--- src/rtl/vga_scan_gen.sv ---
// Raster scan generator: pixel-rate divider, x/y counters, VGA syncs,
// video-active qualifier, and line/frame strobes for the pong display path.
module vga_scan_gen #(
    parameter int unsigned CLK_DIV  = 4,
    parameter int unsigned H_ACTIVE = 640,
    parameter int unsigned H_FP     = 16,
    parameter int unsigned H_SYNC   = 96,
    parameter int unsigned H_BP     = 48,
    parameter int unsigned V_ACTIVE = 480,
    parameter int unsigned V_FP     = 10,
    parameter int unsigned V_SYNC   = 2,
    parameter int unsigned V_BP     = 33
) (
    input  logic       clk,
    input  logic       reset,
    output logic       p_tick,
    output logic [9:0] x,
    output logic [9:0] y,
    output logic       hsync,
    output logic       vsync,
    output logic       video_on,
    output logic       line_tick,
    output logic       frame_tick
);

    localparam int unsigned H_TOTAL = H_ACTIVE + H_FP + H_SYNC + H_BP;
    localparam int unsigned V_TOTAL = V_ACTIVE + V_FP + V_SYNC + V_BP;

    localparam logic [3:0] DIV_LAST = 4'(CLK_DIV - 1);
    localparam logic [9:0] X_LAST   = 10'(H_TOTAL - 1);
    localparam logic [9:0] Y_LAST   = 10'(V_TOTAL - 1);
    localparam logic [9:0] X_VIS    = 10'(H_ACTIVE);
    localparam logic [9:0] Y_VIS    = 10'(V_ACTIVE);
    localparam logic [9:0] HS_START = 10'(H_ACTIVE + H_FP);
    localparam logic [9:0] HS_END   = 10'(H_ACTIVE + H_FP + H_SYNC);
    localparam logic [9:0] VS_START = 10'(V_ACTIVE + V_FP);
    localparam logic [9:0] VS_END   = 10'(V_ACTIVE + V_FP + V_SYNC);

    typedef enum logic {
        ST_RESET,
        ST_RUN
    } state_t;

    state_t     state;
    logic [3:0] div;

    logic [3:0] div_next;
    logic [9:0] x_next;
    logic [9:0] y_next;
    logic       wrap_x;

    // The first edge out of reset only arms the counters, so the divider
    // sits at 0 for one full clk and a CLK_DIV=1 build ticks immediately.
    always_comb begin
        div_next = '0;
        x_next   = '0;
        y_next   = '0;
        wrap_x   = 1'b0;
        if (state == ST_RUN) begin
            wrap_x   = p_tick && (x == X_LAST);
            div_next = p_tick ? '0 : div + 4'd1;
            x_next   = x;
            y_next   = y;
            if (p_tick) begin
                x_next = (x == X_LAST) ? '0 : x + 10'd1;
            end
            if (wrap_x) begin
                y_next = (y == Y_LAST) ? '0 : y + 10'd1;
            end
        end
    end

    // Syncs and video_on are computed from next x/y so they move with x/y.
    always_ff @(posedge clk) begin
        if (reset) begin
            state      <= ST_RESET;
            div        <= '0;
            p_tick     <= 1'b0;
            x          <= '0;
            y          <= '0;
            hsync      <= 1'b1;
            vsync      <= 1'b1;
            video_on   <= 1'b0;
            line_tick  <= 1'b0;
            frame_tick <= 1'b0;
        end else begin
            state      <= ST_RUN;
            div        <= div_next;
            p_tick     <= (div_next == DIV_LAST);
            x          <= x_next;
            y          <= y_next;
            hsync      <= !((x_next >= HS_START) && (x_next < HS_END));
            vsync      <= !((y_next >= VS_START) && (y_next < VS_END));
            video_on   <= (x_next < X_VIS) && (y_next < Y_VIS);
            line_tick  <= wrap_x;
            frame_tick <= wrap_x && (y_next == Y_VIS);
        end
    end

endmodule

--- config.mk ---
export PLATFORM = sky130hd
export DESIGN_NAME = vga_scan_gen
export DESIGN_NICKNAME = d
export VERILOG_FILES = /design/src/rtl/vga_scan_gen.sv
export SDC_FILE = /design/constraint.sdc
export NUM_CORES = 1
export LEC_CHECK = 0
export CAP_MARGIN = 10
export CELL_PAD_IN_SITES_DETAIL_PLACEMENT = 1
export CELL_PAD_IN_SITES_GLOBAL_PLACEMENT = 2
export CORE_MARGIN = 5
export CORE_UTILIZATION = 30
export CTS_CLUSTER_SIZE = 8
export DETAILED_ROUTE_END_ITERATION = 12
export GPL_TIMING_DRIVEN = 0
export PLACE_DENSITY = 0.79
export SYNTH_ARGS = -nofsm -noshare
export SYNTH_HDL_FRONTEND = slang
export SYNTH_SLANG_ARGS = --single-unit
--- constraint.sdc ---
create_clock -name clk -period 4.2 [get_ports clk]
set_input_delay 0.84 -clock clk [delete_from_list [all_inputs] [get_ports clk]]
set_output_delay 0.84 -clock clk [all_outputs]
set_load 0.005 [all_outputs]
Word-level counts from Yosys, hierarchy flattened
Cells that the tools add are included.
{"block": "word_totals", "output_inout_bits": 26, "word_cells": 40, "regBits": 31, "in_bits": 2}
{"block": "op_classes", "n_mux": 10, "reduce_logical": 7, "eq_ne": 4, "n_addsub": 3, "magnitude_cmp": 6}
{"op": "$mux 10", "n": 6}
{"op": "$add 10x1->10 const B", "n": 2}
{"op": "$eq 10x10->1 const B", "n": 2}
{"op": "$lt 10x10->1 const B", "n": 2}
{"op": "$lt 10x9->1 const B", "n": 2}
{"op": "$eq 10x9->1 const B", "n": 1}
{"op": "$ge 10x10->1 const B", "n": 1}
{"op": "$ge 10x9->1 const B", "n": 1}
{"op": "$mux 4", "n": 2}
{"op": "$logic_and 1x1->1", "n": 5}
{"op": "$add 4x1->4 const B", "n": 1}
{"op": "$eq 4x2->1 const B", "n": 1}
{"op": "$logic_not 1->1", "n": 2}
{"op": "$mux 1", "n": 2}

Depth between registers and ports, before layout
{"block": "depth", "word_depth": 7, "ltp_mapped": 9, "depth_no_buf": 8}

Worst setup path after synthesis
No wires, ideal clock.
{"block": "synth_timing", "path_kind": "register to register", "start": "register x[5]", "end": "register vsync", "t_arrival_ns": 2.190, "required_ns": 4.074, "slack_ns": 1.884, "stages_incl_launch_ff": 9, "path_buffers": 2, "path_cell_list": "dfxtp_1 > buf_6 > or4b_4 > or3_1 > buf_6 > and2_4 > a221oi_2 > nand4_1 > nand3b_1"}
{"block": "synth_via", "elab_chain_len": 7, "elab_cells_between_ends": 8, "classes_between": "order compare: 2; eq/ne: 1; mux: 2; reduce/logical: 3"}
{"item": "start: declaration", "line_no": "17", "source": "output logic [9:0] x,"}
{"item": "start signal: assignment", "line_no": "90", "source": "x <= x_next;"}
{"item": "$eq 10x10->1 *", "line_no": "60", "source": "wrap_x = p_tick && (x == X_LAST);"}
{"item": "$logic_and 1x1->1 *", "line_no": "60"}
{"item": "$mux 10 *", "line_no": "67", "source": "if (wrap_x) begin"}
{"item": "$mux 10 *", "line_no": "59", "source": "if (state == ST_RUN) begin"}
{"item": "$ge 10x9->1 / $lt 10x9->1 (equally long branches)", "line_no": "93", "source": "vsync <= !((y_next >= VS_START) && (y_next < VS_END));"}
{"item": "$logic_and 1x1->1 *", "line_no": "93"}
{"item": "$logic_not 1->1 *", "line_no": "93"}
{"item": "end signal: assignment", "line_no": "93"}
{"item": "end: declaration", "line_no": "20", "source": "output logic vsync,"}
Every way passes the cells marked *; elsewhere a longest branch is shown, timed or not.
A chain may end at the register's enable or synchronous reset.

Final worst setup path
{"block": "layout_timing", "start": "register x[0]", "end": "register vsync"}
The elaborated chain is that of the path after synthesis.

==> qor.csv <==
stage,metric,value,unit
logic_synthesis,synth.net_count,224,
cells_and_area,area_delta_synth_final,26.5,%
setup_path,start_kind,register,
sta,setup_viol,0,
logic_synthesis,synth-edff-count,0,
sta,hold_viol,0,
clocking,cts_tree,done,
power_and_ir_drop,seqPwrFrac,47.0,%
sta,timing.hold.ws,0.492,ns
logic_synthesis,async_flop_share,0,%
grt,grt_pass1_wl,8.48,mm
power_and_ir_drop,switching_power,0.137,mW
floorplanning,start_util,30.7,%
floorplanning,die_height,87.8,um
clocking,cts_resized,0,
sta,rsz0062_at_grt,no,
logic_synthesis,yosys.area.top_type_share,34.2,%
logic_synthesis,avgSynthCellArea,8.33,um^2
clocking,ctsHoldBuffers,0,
floorplanning,die_width,87.8,um
floorplanning,ios,28,
cells_and_area,antenna_cells,0,
floorplanning,core,5920,um^2
clocking,insertion_delay,0.29,ns
cells_and_area,num-fill-cells,708,
place,placed_area,2180,um^2
sta,tns,0,ns
setup_path,worstSetupPathType,reg -> reg,
power_and_ir_drop,intPower,0.497,mW
grt,grt_max_degree,11,
sta,tightest_slew,0.709,ns
power_and_ir_drop,clockPowerShare,49.3,%
drt,ant_nets,0,
logic_synthesis,synth_seq_cells,31,
drt,first_pass_iters,4,
setup_path,arrival,2.71,ns
clocking,clockRootBuffer,clkbuf_8,
sta,max_freq,393,MHz
place,portBuffers,27,
logic_synthesis,synth.most_common_cell,dfxtp_1,
min_path,holdPathStages,1,
setup_path,end_kind,register,
power_and_ir_drop,p_comb_share,3.7,%
grt,grt-ovfl-total,0,
clocking,clkTransAtPathRegs,0.07,ns
sta,fin_worst_skew,0.00451,ns
grt,grt_usage,13.9,%
run,maxCapViolations,0,
run_status,status,finished clean,
drt,wirelength,4.99,mm
cells_and_area,drive_above_1_share,11.5,%
clocking,cts_setup_buffers,0,
clocking,numCtsBuffers,5,
sta,slew_headroom,52.3,%
logic_synthesis,ys_warn_count,0,
drt,wl_per_cell,15.2,um
grt,grt_pass1_vias,1736,
sta,fin_crit_sh,60.5,%
logic_synthesis,netlist_area,1820,um^2
cells_and_area,design_area,2300,um^2
floorplanning,dieArea,7710,um^2
place,place_congestion,0.780,
logic_synthesis,synth.area.top_cells,"dfxtp_1, clkbuf_8, nor2_1",
drt,drtIter0Drc,62,
power_and_ir_drop,p_per_area,276,nW/um^2
sta,period_minus_slack,2.54,ns
power_and_ir_drop,max-vdd-ir-drop,144,uV
place,hpwl,3.69,mm
setup_path,r2r_cells,7,
logic_synthesis,ys.flop_type,dfxtp_1,
sta,maxSlewViolCount,0,
power_and_ir_drop,swShare,21.6,%
floorplanning,rows,28,
grt,antenna_found_initial,0,
power_and_ir_drop,p_leak,0.821,nW
clocking,cts_buffer_depth,2,
clocking,cts.htree.levels,2,
cells_and_area,nets,258,
clocking,cts.sinks,31,
min_path,hp-class,reg -> reg,
logic_synthesis,netlist_instances,218,
setup_path,worst-path-max-fanout,7,
logic_synthesis,synth_cell_types,50,
logic_synthesis,yosysSeqAreaShare,34.2,%
drt,num_vias,1682,
logic_synthesis,yosys.area.top_type,dfxtp_1,
logic_synthesis,ys_top_cells_by_count,"dfxtp_1, nor2_1, nand2_1",
setup_path,cp_data_required_time,4.37,ns
drt,route.detailed.drc,0,
drt,viasPerCell,5.13,
==> per-stage QoR <==
stage	cells	utilization, %	power, mW	setup WS, ns
2_1_floorplan	218	-	0.319	1.88
3_3_place_gp	320	36.8	0.329	1.70
3_5_place_dp	320	36.8	0.329	1.68
4_1_cts	328	38.8	0.645	1.67
5_1_grt	328	38.8	0.662	1.56
6_report	328	38.8	0.635	1.66
==> power groups by stage <==
stage | registers (mW) | clock network (mW) | logic (mW)
6_report | 0.298 | 0.313 | 0.0237
5_1_grt | 0.299 | 0.337 | 0.0264
4_1_cts | 0.298 | 0.323 | 0.0241
3_5_place_dp | 0.305 | 0 | 0.0240
3_3_place_gp | 0.305 | 0 | 0.0239
2_1_floorplan | 0.305 | 0 | 0.0147
==> flip-flops by register name (all words and copies together) (netlist names) <==
signal	flops
x	10
y	10
div	4
frame_tick	1
hsync	1
line_tick	1
p_tick	1
state	1
video_on	1
vsync	1
==> layout make-up <==
cell class / count / area [um^2] / share of cell area, %
Clock buffer: 6 / 82.6 / 3.59
Clock inverter: 2 / 35.0 / 1.52
Tap cell: 75 / 93.8 / 4.08
Buffer: 17 / 148 / 6.42
Sequential cell: 31 / 621 / 27.0
Timing Repair Buffer: 27 / 270 / 11.8
Inverter: 4 / 15.0 / 0.653
Multi-Input combinational cell: 166 / 1030 / 45.0
==> path summary, 6_finish.rpt <==
check | from | endpoint | slack, ns
worst min register to register | div[0] | div[0] | 0.49
worst min-delay path | div[0] | div[0] | 0.49
worst max register to register | x[0] | vsync | 1.66
worst max-delay path | x[0] | vsync | 1.66
==> placed cells by master, fill, tap and decap left out, types with 2 or more instances in the layout <==
master,Yosys,final
buf_4,2,2
clkbuf_1,6,6
nor3_1,9,9
nor2_1,22,22
nor4_1,3,3
nor2b_1,2,2
o31ai_1,2,2
nand2_1,19,19
and3_1,8,8
o2111ai_1,2,2
buf_6,2,2
xor2_1,8,8
inv_1,4,4
clkdlybuf4s50_1,0,27
nand2b_1,4,4
xnor2_1,6,6
nand4_1,6,6
or4_1,2,2
a21oi_1,9,9
or3_1,2,2
clkbuf_8,6,12
and2_1,4,4
ha_1,4,4
dfxtp_1,31,31
nand3b_1,4,4
o21ai_0,12,12
nand3_1,14,14
o211ai_1,2,2
==> critical path, stage by stage (launching register included) <==
cell	delay, ns
dfxtp_1	0.41
ha_1	0.21
nand3_1	0.22
nor4_1	0.70
and3_1	0.31
o221a_2	0.22
nand4_1	0.15
nand3b_1	0.21
==> cell families (layout without fill, tap and decap cells) <==
kind of cell	count (synthesis)	count (layout)	synth area share (%)
compound gates	39	39	14.5
mux	1	1	0.551
buf+inv	21	56	8.95
simple gates	108	108	32.4
flops	31	31	34.2
fa+ha+maj	4	4	2.75
xor+xnor	14	14	6.75
==> per-layer routing <==
metal / global-route usage, % / share of wire, %
met1: 18.2 / 49
met2: 23.3 / 47
met3: 2.73 / 3.0
met4: 3.77 / 0.98
met5: 0 / 0
(Power assumes the default switching activity.)
==> RTL change: new RTL, same settings <==
Change the parameter `H_ACTIVE` from 640 to 320.
--- a/src/rtl/vga_scan_gen.sv
+++ b/src/rtl/vga_scan_gen.sv
@@ -2,7 +2,7 @@
 // video-active qualifier, and line/frame strobes for the pong display path.
 module vga_scan_gen #(
     parameter int unsigned CLK_DIV  = 4,
-    parameter int unsigned H_ACTIVE = 640,
+    parameter int unsigned H_ACTIVE = 320,
     parameter int unsigned H_FP     = 16,
     parameter int unsigned H_SYNC   = 96,
     parameter int unsigned H_BP     = 48,
Function: same outputs for any inputs over 10 cycles, from zero or initial values and one cycle with reset high; that may be too few to reach the edited logic, so the function may still have changed.
==> RTL change against the original RTL <==
  * Cell area fell by 6.2%
  * Power rose by 6.6%
  * Sequential cell count did not move
  * Clock skew rose by 0.0036 ns
  * Die area fell by 7.7%
  * Final cell count fell by 5.2%
  * Utilization rose by 0.82 points
  * Synthesized area fell by 8.7%
  * Critical path depth did not move
  * Setup slack improved by 0.25 ns
  * Routed wire length fell by 7.3%
  * First-iteration DRC count rose by 65%
  * Sequential power barely moved
  * Clock power rose by 16%
  * Critical endpoint unchanged
==> RTL change: results (changes against the original RTL) <==
[finish]
drive_gt1_share_pct=7.53  ; -3.9 points
syn2layout_area_growth_pct=29.9
fin_nets=244  ; -5.4%
nFillCells=649  ; -8.3%

[place]
gp_congestion=0.819  ; +5.1%
post-place-ws_ns=1.88  ; +0.199 ns
hpwl_um=3350  ; -9.3%
place_area_um2=2020  ; -7.4%
dpl.cell_count=303  ; -5.3%

[outcome]
status=completed

[detailed_routing]
finalWirelength_um=4620  ; -7.3%
dr_wl_met3_um=163  ; +7.2%
dr_wl_met2_um=2030  ; -14%
via_per_inst=5.22  ; +1.7%
drt_iter0_markers=102  ; +65%
vias=1622  ; -3.6%
met1_length_um=2340  ; -3.7%

[setup_path]
arrival_ns=2.44  ; -0.27 ns
critPathSlowestCell=dfxtp_1
critPathMaxFanout=10  ; +3
critPathMaxStageDelay_ns=0.45  ; -0.25 ns

[synthesis]
synthMuxAreaShare_pct=1.21  ; +0.66 points
avgSynthCellArea_um2=8.13  ; -2.4%
synthTopCellsByCount=dfxtp_1, nor2_1, nand2_1
synthAdderAreaFrac_pct=3.02  ; +0.26 points
yosys.area_share.xor_xnor_pct=7.39  ; +0.64 points
netlist_top_cells_area=dfxtp_1, nor2_1, nand2_1
synth-seq-area-share_pct=37.4  ; +3.2 points
synth_cell_types=41  ; -18%

[power_and_ir_drop]
peakVddDrop_mv=0.128  ; -11%
cellInternalPower_uw=539  ; +8.4%
power.share.combinational_pct=2.5  ; -1.2 points
clock_power_uw=362  ; +16%
leakagePower_uw=0.000745  ; -9.3%
p_sw_uw=138  ; +0.16%

[grt]
grt_util_met1_pct=18.8  ; +0.60 points
grt_max_degree=12  ; +1
grt_pass1_wl_um=7890  ; -6.9%
grtUsageTotal_pct=13.7  ; -0.26 points
grt_use_met3_pct=3.34  ; +0.61 points

[timing]
whs_ns=0.469  ; -0.0230 ns
period_share_pct=54.6  ; -5.9 points
skew_ns=0.00809  ; +0.00359 ns

## RTL change: cell count changes in the layout (fill, tap and decap cells not counted), sizes merged, moves of 4 or more
cell / change
nand2b: -4
or3: +4
o21ai: -4
and2: -4
inv: +4
clkbuf: -8
nand4: +4
## RTL change: cell type report
| cell class | count | area share [%] |
|---|---|---|
| Inverter | 8 | 1.39 |
| Tap cell | 72 | 4.18 |
| Multi-Input combinational cell | 154 | 44.1 |
| Clock inverter | 3 | 3.13 |
| Buffer | 11 | 2.67 |
| Clock buffer | 5 | 3.19 |
| Sequential cell | 31 | 28.8 |
| Timing Repair Buffer | 27 | 12.5 |
## RTL change: logic make-up (layout without fill, tap and decap cells)
family / after synthesis / after routing
DFF: 31 / 31
buffers and inverters: 19 / 54
and+or+nand+nor: 100 / 100
AOI/OAI and AO/OA: 34 / 34
xor gates and xnor gates: 14 / 14
muxes: 2 / 2
adders and majority gates: 4 / 4
